File: src/rtl/vga_pkg.sv
// Shared VGA definitions: timing-bus width, default card colours and bundled timing type.
package vga_pkg;

  localparam int TW = 11;

  localparam logic [11:0] BACK_COLOR = 12'h0_A_A;
  localparam logic [11:0] SEL_COLOR  = 12'hF_F_0;

  typedef logic [TW-1:0] coord_t;
  typedef logic [11:0]   rgb_t;

  typedef struct packed {
    coord_t hcount;
    coord_t vcount;
    logic   hsync;
    logic   vsync;
    logic   hblnk;
    logic   vblnk;
  } timing_t;

endpackage

File: src/rtl/draw_card_grid_if.sv
// Pixel-stream bus of the card-grid overlay: incoming timing/pixel plus game state, outgoing timing/pixel.
interface draw_card_grid_if #(
  parameter int N    = 12,
  parameter int IDXW = $clog2(N)
);
  import vga_pkg::*;

  coord_t            hcount_in;
  coord_t            vcount_in;
  logic              hsync_in;
  logic              vsync_in;
  logic              hblnk_in;
  logic              vblnk_in;
  rgb_t              rgb_in;
  logic [N-1:0]      face_up;
  logic [12*N-1:0]   face_color;
  logic [IDXW-1:0]   sel_idx;
  logic              sel_en;

  coord_t            hcount_out;
  coord_t            vcount_out;
  logic              hsync_out;
  logic              vsync_out;
  logic              hblnk_out;
  logic              vblnk_out;
  rgb_t              rgb_out;

  modport master (
    output hcount_in, vcount_in, hsync_in, vsync_in, hblnk_in, vblnk_in, rgb_in,
    output face_up, face_color, sel_idx, sel_en,
    input  hcount_out, vcount_out, hsync_out, vsync_out, hblnk_out, vblnk_out, rgb_out
  );

  modport slave (
    input  hcount_in, vcount_in, hsync_in, vsync_in, hblnk_in, vblnk_in, rgb_in,
    input  face_up, face_color, sel_idx, sel_en,
    output hcount_out, vcount_out, hsync_out, vsync_out, hblnk_out, vblnk_out, rgb_out
  );

endinterface

File: src/rtl/card_locator.sv
// Combinational map of a pixel coordinate to {hit, card index, border} for the card grid.
module card_locator
  import vga_pkg::*;
#(
  parameter int X_POS  = 112,
  parameter int Y_POS  = 84,
  parameter int CARD_W = 180,
  parameter int CARD_H = 140,
  parameter int GAP    = 20,
  parameter int N_COLS = 4,
  parameter int N_ROWS = 3,
  parameter int BORDER = 6,
  parameter int IDXW   = 4
) (
  input  coord_t          hcount,
  input  coord_t          vcount,
  output logic            hit,
  output logic [IDXW-1:0] idx,
  output logic            border
);

  logic [11:0]       h12;
  logic [11:0]       v12;
  logic [N_COLS-1:0] in_col;
  logic [N_COLS-1:0] edge_col;
  logic [N_ROWS-1:0] in_row;
  logic [N_ROWS-1:0] edge_row;

  // One extra bit so the far edge of the last card never wraps.
  assign h12 = {1'b0, hcount};
  assign v12 = {1'b0, vcount};

  genvar gi;
  generate
    for (gi = 0; gi < N_COLS; gi++) begin : g_col
      localparam logic [11:0] LO = 12'(X_POS + gi * (CARD_W + GAP));
      localparam logic [11:0] HI = 12'(X_POS + gi * (CARD_W + GAP) + CARD_W);
      assign in_col[gi]   = (h12 >= LO) && (h12 < HI);
      assign edge_col[gi] = (h12 < LO + 12'(BORDER)) || (h12 >= HI - 12'(BORDER));
    end
    for (gi = 0; gi < N_ROWS; gi++) begin : g_row
      localparam logic [11:0] LO = 12'(Y_POS + gi * (CARD_H + GAP));
      localparam logic [11:0] HI = 12'(Y_POS + gi * (CARD_H + GAP) + CARD_H);
      assign in_row[gi]   = (v12 >= LO) && (v12 < HI);
      assign edge_row[gi] = (v12 < LO + 12'(BORDER)) || (v12 >= HI - 12'(BORDER));
    end
  endgenerate

  always_comb begin
    int col_sel;
    int row_sel;
    col_sel = 0;
    row_sel = 0;
    for (int c = 0; c < N_COLS; c++) begin
      if (in_col[c]) col_sel = c;
    end
    for (int r = 0; r < N_ROWS; r++) begin
      if (in_row[r]) row_sel = r;
    end
    hit    = (|in_col) && (|in_row);
    border = hit && ((|(in_col & edge_col)) || (|(in_row & edge_row)));
    idx    = IDXW'(row_sel * N_COLS + col_sel);
  end

endmodule

File: src/rtl/draw_card_grid.sv
// Card-grid overlay on a VGA pixel stream: face/back colours per card and a blinking selection border.
module draw_card_grid #(
  parameter int          X_POS        = 112,
  parameter int          Y_POS        = 84,
  parameter int          CARD_W       = 180,
  parameter int          CARD_H       = 140,
  parameter int          GAP          = 20,
  parameter int          N_COLS       = 4,
  parameter int          N_ROWS       = 3,
  parameter int          BORDER       = 6,
  parameter logic [11:0] BACK_COLOR   = vga_pkg::BACK_COLOR,
  parameter logic [11:0] SEL_COLOR    = vga_pkg::SEL_COLOR,
  parameter int          BLINK_FRAMES = 30
) (
  input  logic             pclk,
  input  logic             rst,
  draw_card_grid_if.slave  bus
);
  import vga_pkg::*;

  localparam int N    = N_COLS * N_ROWS;
  localparam int IDXW = $clog2(N);
  localparam int CNTW = (BLINK_FRAMES > 1) ? $clog2(BLINK_FRAMES) : 1;
  localparam logic [IDXW:0]   N_L     = (IDXW + 1)'(N);
  localparam logic [CNTW-1:0] CNT_MAX = CNTW'(BLINK_FRAMES - 1);

  logic            loc_hit;
  logic [IDXW-1:0] loc_idx;
  logic            loc_border;
  rgb_t            face_color_in [N];
  timing_t         timing_in;

  logic            vblnk_prev_reg;
  logic [N-1:0]    face_up_sh_reg;
  rgb_t            face_color_sh_reg [N];
  logic [IDXW-1:0] sel_idx_sh_reg;
  logic            sel_en_sh_reg;
  logic [CNTW-1:0] frame_cnt_reg;
  logic            blink_on_reg;
  logic            frame_start;
  logic            sel_valid;

  timing_t         timing_s1_reg;
  rgb_t            rgb_s1_reg;
  logic            hit_s1_reg;
  logic            border_s1_reg;
  logic            sel_s1_reg;
  logic            face_s1_reg;
  rgb_t            face_rgb_s1_reg;

  timing_t         timing_s2_reg;
  rgb_t            rgb_s2_reg;
  rgb_t            rgb_next;

  card_locator #(
    .X_POS(X_POS), .Y_POS(Y_POS), .CARD_W(CARD_W), .CARD_H(CARD_H), .GAP(GAP),
    .N_COLS(N_COLS), .N_ROWS(N_ROWS), .BORDER(BORDER), .IDXW(IDXW)
  ) u_locator (
    .hcount (bus.hcount_in),
    .vcount (bus.vcount_in),
    .hit    (loc_hit),
    .idx    (loc_idx),
    .border (loc_border)
  );

  genvar gi;
  generate
    for (gi = 0; gi < N; gi++) begin : g_face
      assign face_color_in[gi] = bus.face_color[12*gi +: 12];
    end
  endgenerate

  assign timing_in   = {bus.hcount_in, bus.vcount_in, bus.hsync_in, bus.vsync_in,
                        bus.hblnk_in, bus.vblnk_in};
  assign frame_start = bus.vblnk_in && !vblnk_prev_reg;
  assign sel_valid   = sel_en_sh_reg && ({1'b0, sel_idx_sh_reg} < N_L);

  always_ff @(posedge pclk) begin
    if (rst) begin
      vblnk_prev_reg <= 1'b0;
      face_up_sh_reg <= '0;
      for (int k = 0; k < N; k++) face_color_sh_reg[k] <= '0;
      sel_idx_sh_reg <= '0;
      sel_en_sh_reg  <= 1'b0;
      frame_cnt_reg  <= '0;
      blink_on_reg   <= 1'b1;
    end else begin
      vblnk_prev_reg <= bus.vblnk_in;
      if (frame_start) begin
        face_up_sh_reg <= bus.face_up;
        for (int k = 0; k < N; k++) face_color_sh_reg[k] <= face_color_in[k];
        sel_idx_sh_reg <= bus.sel_idx;
        sel_en_sh_reg  <= bus.sel_en;
        if (frame_cnt_reg == CNT_MAX) begin
          frame_cnt_reg <= '0;
          blink_on_reg  <= ~blink_on_reg;
        end else begin
          frame_cnt_reg <= frame_cnt_reg + CNTW'(1);
        end
      end
    end
  end

  // The card index is resolved against the shadows here, so a shadow swap at
  // frame start cannot change a pixel that is already in flight.
  always_ff @(posedge pclk) begin
    if (rst) begin
      timing_s1_reg   <= '0;
      rgb_s1_reg      <= '0;
      hit_s1_reg      <= 1'b0;
      border_s1_reg   <= 1'b0;
      sel_s1_reg      <= 1'b0;
      face_s1_reg     <= 1'b0;
      face_rgb_s1_reg <= '0;
    end else begin
      timing_s1_reg   <= timing_in;
      rgb_s1_reg      <= bus.rgb_in;
      hit_s1_reg      <= loc_hit;
      border_s1_reg   <= loc_border;
      sel_s1_reg      <= sel_valid && (sel_idx_sh_reg == loc_idx) && blink_on_reg;
      face_s1_reg     <= face_up_sh_reg[loc_idx];
      face_rgb_s1_reg <= face_color_sh_reg[loc_idx];
    end
  end

  always_comb begin
    rgb_next = rgb_s1_reg;
    if (sel_s1_reg && border_s1_reg) rgb_next = SEL_COLOR;
    else if (hit_s1_reg && face_s1_reg) rgb_next = face_rgb_s1_reg;
    else if (hit_s1_reg) rgb_next = BACK_COLOR;
  end

  always_ff @(posedge pclk) begin
    if (rst) begin
      timing_s2_reg <= '0;
      rgb_s2_reg    <= '0;
    end else begin
      timing_s2_reg <= timing_s1_reg;
      rgb_s2_reg    <= rgb_next;
    end
  end

  assign bus.hcount_out = timing_s2_reg.hcount;
  assign bus.vcount_out = timing_s2_reg.vcount;
  assign bus.hsync_out  = timing_s2_reg.hsync;
  assign bus.vsync_out  = timing_s2_reg.vsync;
  assign bus.hblnk_out  = timing_s2_reg.hblnk;
  assign bus.vblnk_out  = timing_s2_reg.vblnk;
  assign bus.rgb_out    = rgb_s2_reg;

endmodule

File: src/flat_wrapper.sv
// flat-port wrapper written by rule: the top's interface ports become plain ports
module draw_card_grid_flat import vga_pkg::*;
#(
  parameter int          X_POS        = 112,
  parameter int          Y_POS        = 84,
  parameter int          CARD_W       = 180,
  parameter int          CARD_H       = 140,
  parameter int          GAP          = 20,
  parameter int          N_COLS       = 4,
  parameter int          N_ROWS       = 3,
  parameter int          BORDER       = 6,
  parameter logic [11:0] BACK_COLOR   = vga_pkg::BACK_COLOR,
  parameter logic [11:0] SEL_COLOR    = vga_pkg::SEL_COLOR,
  parameter int          BLINK_FRAMES = 30
)
  (pclk, rst, bus_hcount_in, bus_vcount_in, bus_hsync_in, bus_vsync_in, bus_hblnk_in, bus_vblnk_in, bus_rgb_in, bus_face_up, bus_face_color, bus_sel_idx, bus_sel_en, bus_hcount_out, bus_vcount_out, bus_hsync_out, bus_vsync_out, bus_hblnk_out, bus_vblnk_out, bus_rgb_out);
  draw_card_grid_if #(.N(12)) bus_i ();
  input  logic pclk;
  input  logic rst;
  input wire logic [$bits(bus_i.hcount_in)-1:0] bus_hcount_in;
  input wire logic [$bits(bus_i.vcount_in)-1:0] bus_vcount_in;
  input wire logic [$bits(bus_i.hsync_in)-1:0] bus_hsync_in;
  input wire logic [$bits(bus_i.vsync_in)-1:0] bus_vsync_in;
  input wire logic [$bits(bus_i.hblnk_in)-1:0] bus_hblnk_in;
  input wire logic [$bits(bus_i.vblnk_in)-1:0] bus_vblnk_in;
  input wire logic [$bits(bus_i.rgb_in)-1:0] bus_rgb_in;
  input wire logic [$bits(bus_i.face_up)-1:0] bus_face_up;
  input wire logic [$bits(bus_i.face_color)-1:0] bus_face_color;
  input wire logic [$bits(bus_i.sel_idx)-1:0] bus_sel_idx;
  input wire logic [$bits(bus_i.sel_en)-1:0] bus_sel_en;
  output wire logic [$bits(bus_i.hcount_out)-1:0] bus_hcount_out;
  output wire logic [$bits(bus_i.vcount_out)-1:0] bus_vcount_out;
  output wire logic [$bits(bus_i.hsync_out)-1:0] bus_hsync_out;
  output wire logic [$bits(bus_i.vsync_out)-1:0] bus_vsync_out;
  output wire logic [$bits(bus_i.hblnk_out)-1:0] bus_hblnk_out;
  output wire logic [$bits(bus_i.vblnk_out)-1:0] bus_vblnk_out;
  output wire logic [$bits(bus_i.rgb_out)-1:0] bus_rgb_out;
  assign bus_i.hcount_in = bus_hcount_in;
  assign bus_i.vcount_in = bus_vcount_in;
  assign bus_i.hsync_in = bus_hsync_in;
  assign bus_i.vsync_in = bus_vsync_in;
  assign bus_i.hblnk_in = bus_hblnk_in;
  assign bus_i.vblnk_in = bus_vblnk_in;
  assign bus_i.rgb_in = bus_rgb_in;
  assign bus_i.face_up = bus_face_up;
  assign bus_i.face_color = bus_face_color;
  assign bus_i.sel_idx = bus_sel_idx;
  assign bus_i.sel_en = bus_sel_en;
  assign bus_hcount_out = bus_i.hcount_out;
  assign bus_vcount_out = bus_i.vcount_out;
  assign bus_hsync_out = bus_i.hsync_out;
  assign bus_vsync_out = bus_i.vsync_out;
  assign bus_hblnk_out = bus_i.hblnk_out;
  assign bus_vblnk_out = bus_i.vblnk_out;
  assign bus_rgb_out = bus_i.rgb_out;
  draw_card_grid #(.X_POS(X_POS), .Y_POS(Y_POS), .CARD_W(CARD_W), .CARD_H(CARD_H), .GAP(GAP), .N_COLS(N_COLS), .N_ROWS(N_ROWS), .BORDER(BORDER), .BACK_COLOR(BACK_COLOR), .SEL_COLOR(SEL_COLOR), .BLINK_FRAMES(BLINK_FRAMES)) u_core (.pclk(pclk), .rst(rst), .bus(bus_i));
endmodule
File: config.mk
export PLATFORM = sky130hd
export DESIGN_NAME = draw_card_grid_flat
export DESIGN_NICKNAME = d
export VERILOG_FILES = /design/src/rtl/vga_pkg.sv /design/src/rtl/draw_card_grid_if.sv /design/src/rtl/card_locator.sv /design/src/rtl/draw_card_grid.sv /design/src/flat_wrapper.sv
export SDC_FILE = /design/constraint.sdc
export NUM_CORES = 1
export LEC_CHECK = 0
export CELL_PAD_IN_SITES_DETAIL_PLACEMENT = 0
export CELL_PAD_IN_SITES_GLOBAL_PLACEMENT = 1
export CORE_UTILIZATION = 26
export DETAILED_ROUTE_END_ITERATION = 16
export GPL_ROUTABILITY_DRIVEN = 0
export HOLD_SLACK_MARGIN = 0.02
export PLACE_DENSITY = 0.53
export REMOVE_ABC_BUFFERS = 1
export SETUP_SLACK_MARGIN = 0.15
export SYNTH_ARGS = -nofsm -noshare
export SYNTH_HDL_FRONTEND = slang
export SYNTH_SLANG_ARGS = --single-unit
File: constraint.sdc
create_clock -name pclk -period 7.2 [get_ports pclk]
set_input_delay 2.16 -clock pclk [delete_from_list [all_inputs] [get_ports pclk]]
set_output_delay 2.16 -clock pclk [all_outputs]
set_load 0.05 [all_outputs]
==> results.md <==
* Status: complete, no violations
* Count leader, synth: edfxtp_1
* Max reg flops at 144
* Crit. path cell count at 8
* Num rows at 73
* Root buffer cell: clkbuf_16
* Layout cell share with drive strength beyond 1 at 0.0702
* Yosys warns at 0
* CTS tree: done
* Reg2Reg Launch Point: u_core.timing_s1_reg[0]
* Startpoint types: primary input
* Cell family with most CP delay: simple AND/OR/NAND/NOR gates
* Gr usage total at 0.150
* Critical path fanouts, max at 24
* CP max stage delay at 0.67 ns
* Hold slack at 0.424 ns
* CTS sink count at 259
* Pwr per Cell Area at 245 mW/mm2
* Max VDD drop at 0.148 mV
* Post-cts hold buffer count at 0
* First-pass GRT wire length at 46600 um
* Placed Area at 0.0135 mm2
* H-tree Lvls at 1
* Syn Inst Count at 911
* Slew Limit Fails at 0
* Synth Area per Inst at 11.6 um2
* CP bufs+invs at 2
* Post-route cell area at 0.0144 mm2
* Top-level port count at 239
* Fmax at 221 MHz
* Primary FF master, synth: edfxtp_1
* Num CTS Buffers at 30
* Synth cell count leaders: 144 x edfxtp_1, 122 x and2_1, 115 x dfxtp_1
* Data arrival time of the worst path at 4.96 ns
* Yosys top cell area share at 0.410
* Pin count of the biggest net entering global routing at 107
* Worst Setup SP: bus_hcount_in[4]
* Vias in the first global route at 7698
* Multi-input gate area at 0.00367 mm2
* Clock skew at 0.0177 ns
* Pre-CTS setup slack at 2.06 ns
* Via density at 4.40
* Crit share post-route at 0.628
* I/O Buffers at 238
* Worst-Skew Late Latency at 0.57 ns
* Cell type with the highest aggregate area in the netlist: edfxtp_1
* DP HPWL at 20900 um
* Final hold vios at 0
* Starting Density at 0.264
* Post-layout min period at 4.52 ns
* DRT Pass-1 Iters at 4
* Register area share after synthesis at 0.628
* Reg2reg path depth at 4
* Die area at 0.0414 mm2
* # setup viols final at 0
* Antenna-violating nets left at 0
* Hold path start: u_core.timing_s1_reg[8]
* Vias at 7388
* Crit-path slowest cell: nor2_4
* Die H at 203 um
* Grt ovf at 0
* Total core area at 0.0399 mm2
* Area grow syn2layout at 36.8%
* Setup repair bufs after CTS at 0
* Number of synthesized flops with an enable pin at 144
* Crit Path Class: primary input to flop
* Antenna violations before repair at 2
* Fin nets at 1334
* Netlist cell types at 64
* Clk pin slew, worst setup/hold paths at 0.06 ns
* Chip Width at 203 um
* Max-Cap Viols at 0
* DRC viols at 0
* Syn Std Cell Area at 0.0106 mm2
* Worst Tran Pin Value at 1.08 ns
* Worst hold-check path type: flop to flop
* Unrepaired setup endpoints after global routing: false
* FFs w/ async S/R, synth at 0
* Leak at 0.00531 uW
* Iter 0 DRT Violations at 433
* WP data required at 7.64 ns
* Overall Power at 3540 uW
* CP Capture Type: flop
* DR WL/cell at 18.6 um
* Clock Path Buffers at 3
* Area occupied by registers at 0.00663 mm2
* Post-CTS sizing at 0
* Setup ws final at 2.68 ns
* Worst path cell trace: clkdlybuf4s50_1, nor3_1, or4_4, nand2_1, buf_4, nor2_4, a211oi_1, or4_1
* Drt total wl at 31200 um
* Total negative slack at 0 ns
* Area contributors post-synth: edfxtp_1 41%, dfxtp_1 22%, and2_1 7.2%
* Slew headroom at 0.281
* # fillers at 3975
* Synthesized flop and latch total at 259
* Hold path cells at 1
kinds of logic after synthesis:
| kind of cell | synth area share |
|---|---|
| AOI/OAI and AO/OA | 0.104 |
| xor gates and xnor gates | 0.00581 |
| adders and majority gates | 0.00237 |
| buffers and inverters | 0.0282 |
| DFF | 0.628 |
| muxes | 0.0199 |
| and+or+nand+nor | 0.212 |
stage by stage:
step	util	std cells
6_report	0.362	1680
5_1_grt	0.362	1679
4_1_cts	0.362	1679
3_3_place_gp	0.337	1624
2_1_floorplan	-	847
3_5_place_dp	0.337	1624
path summary, 6_finish.rpt:
check,end,slack [ns]
setup / recovery,u_core.face_rgb_s1_reg[2],2.68
hold reg to reg,u_core.bus.vcount_out[4],0.42
setup reg to reg,u_core.face_color_sh_reg[0][5],5.09
hold / removal,u_core.bus.vcount_out[4],0.42
area by class of cell:
class | instances | share of cell area
well taps | 525 | 0.0455
repair buffers | 252 | 0.173
inverters | 1 | 0.000260
clock inverters | 9 | 0.00416
multi-input cells | 587 | 0.254
clock buffers | 46 | 0.0639
flip-flops and latches | 259 | 0.459
diodes | 1 | 0.000173
cells in the final DEF (no fill, tap or decap), types with 5 or more instances in the layout:
cell             netlist  routed
clkdlybuf4s50_1        0     237
edfxtp_1             144     144
and2_1               122     122
dfxtp_1              115     115
nor2b_1               91      91
nand2_1               83      83
a21oi_1               42      42
clkbuf_16              0      31
nor2_1                27      26
mux2i_1               21      21
nand3_1               18      17
o22ai_1               17      17
nand2b_1              17      16
a211oi_1              15      15
a31oi_1               15      15
o221ai_1              14      14
buf_4                  2      14
nor3_1                11      11
clkbuf_8               0       9
a211o_1                8       7
and3_1                 6       6
o21ai_0                6       6
clkbuf_1              38       6
o2111ai_1              5       5
a22oi_1                5       5
routing by layer:
layer | vias up | GRT usage | part of all wire
li1 | 3675 | - | -
met1 | 3478 | 0.203 | 0.47
met2 | 180 | 0.244 | 0.46
met3 | 51 | 0.0275 | 0.047
met4 | 4 | 0.0403 | 0.021
met5 | - | 0 | 0.00099
where the power goes:
part | internal, uW | total, uW | switching (uW) | leakage (uW)
Combinational | 179 | 362 | 183 | 0.00232
Sequential | 1660 | 1690 | 32.7 | 0.00251
Clock | 877 | 1480 | 604 | 0.000484
Total | 2720 | 3540 | 819 | 0.00531
worst register-to-register path, cell delays in order, from the launching register on:
cell	delay (ns)
dfxtp_1	0.31
nand2b_1	0.14
buf_4	0.22
nand2b_4	0.45
buf_12	0.56
No activity file was read; power rests on OpenSTA's default activity.
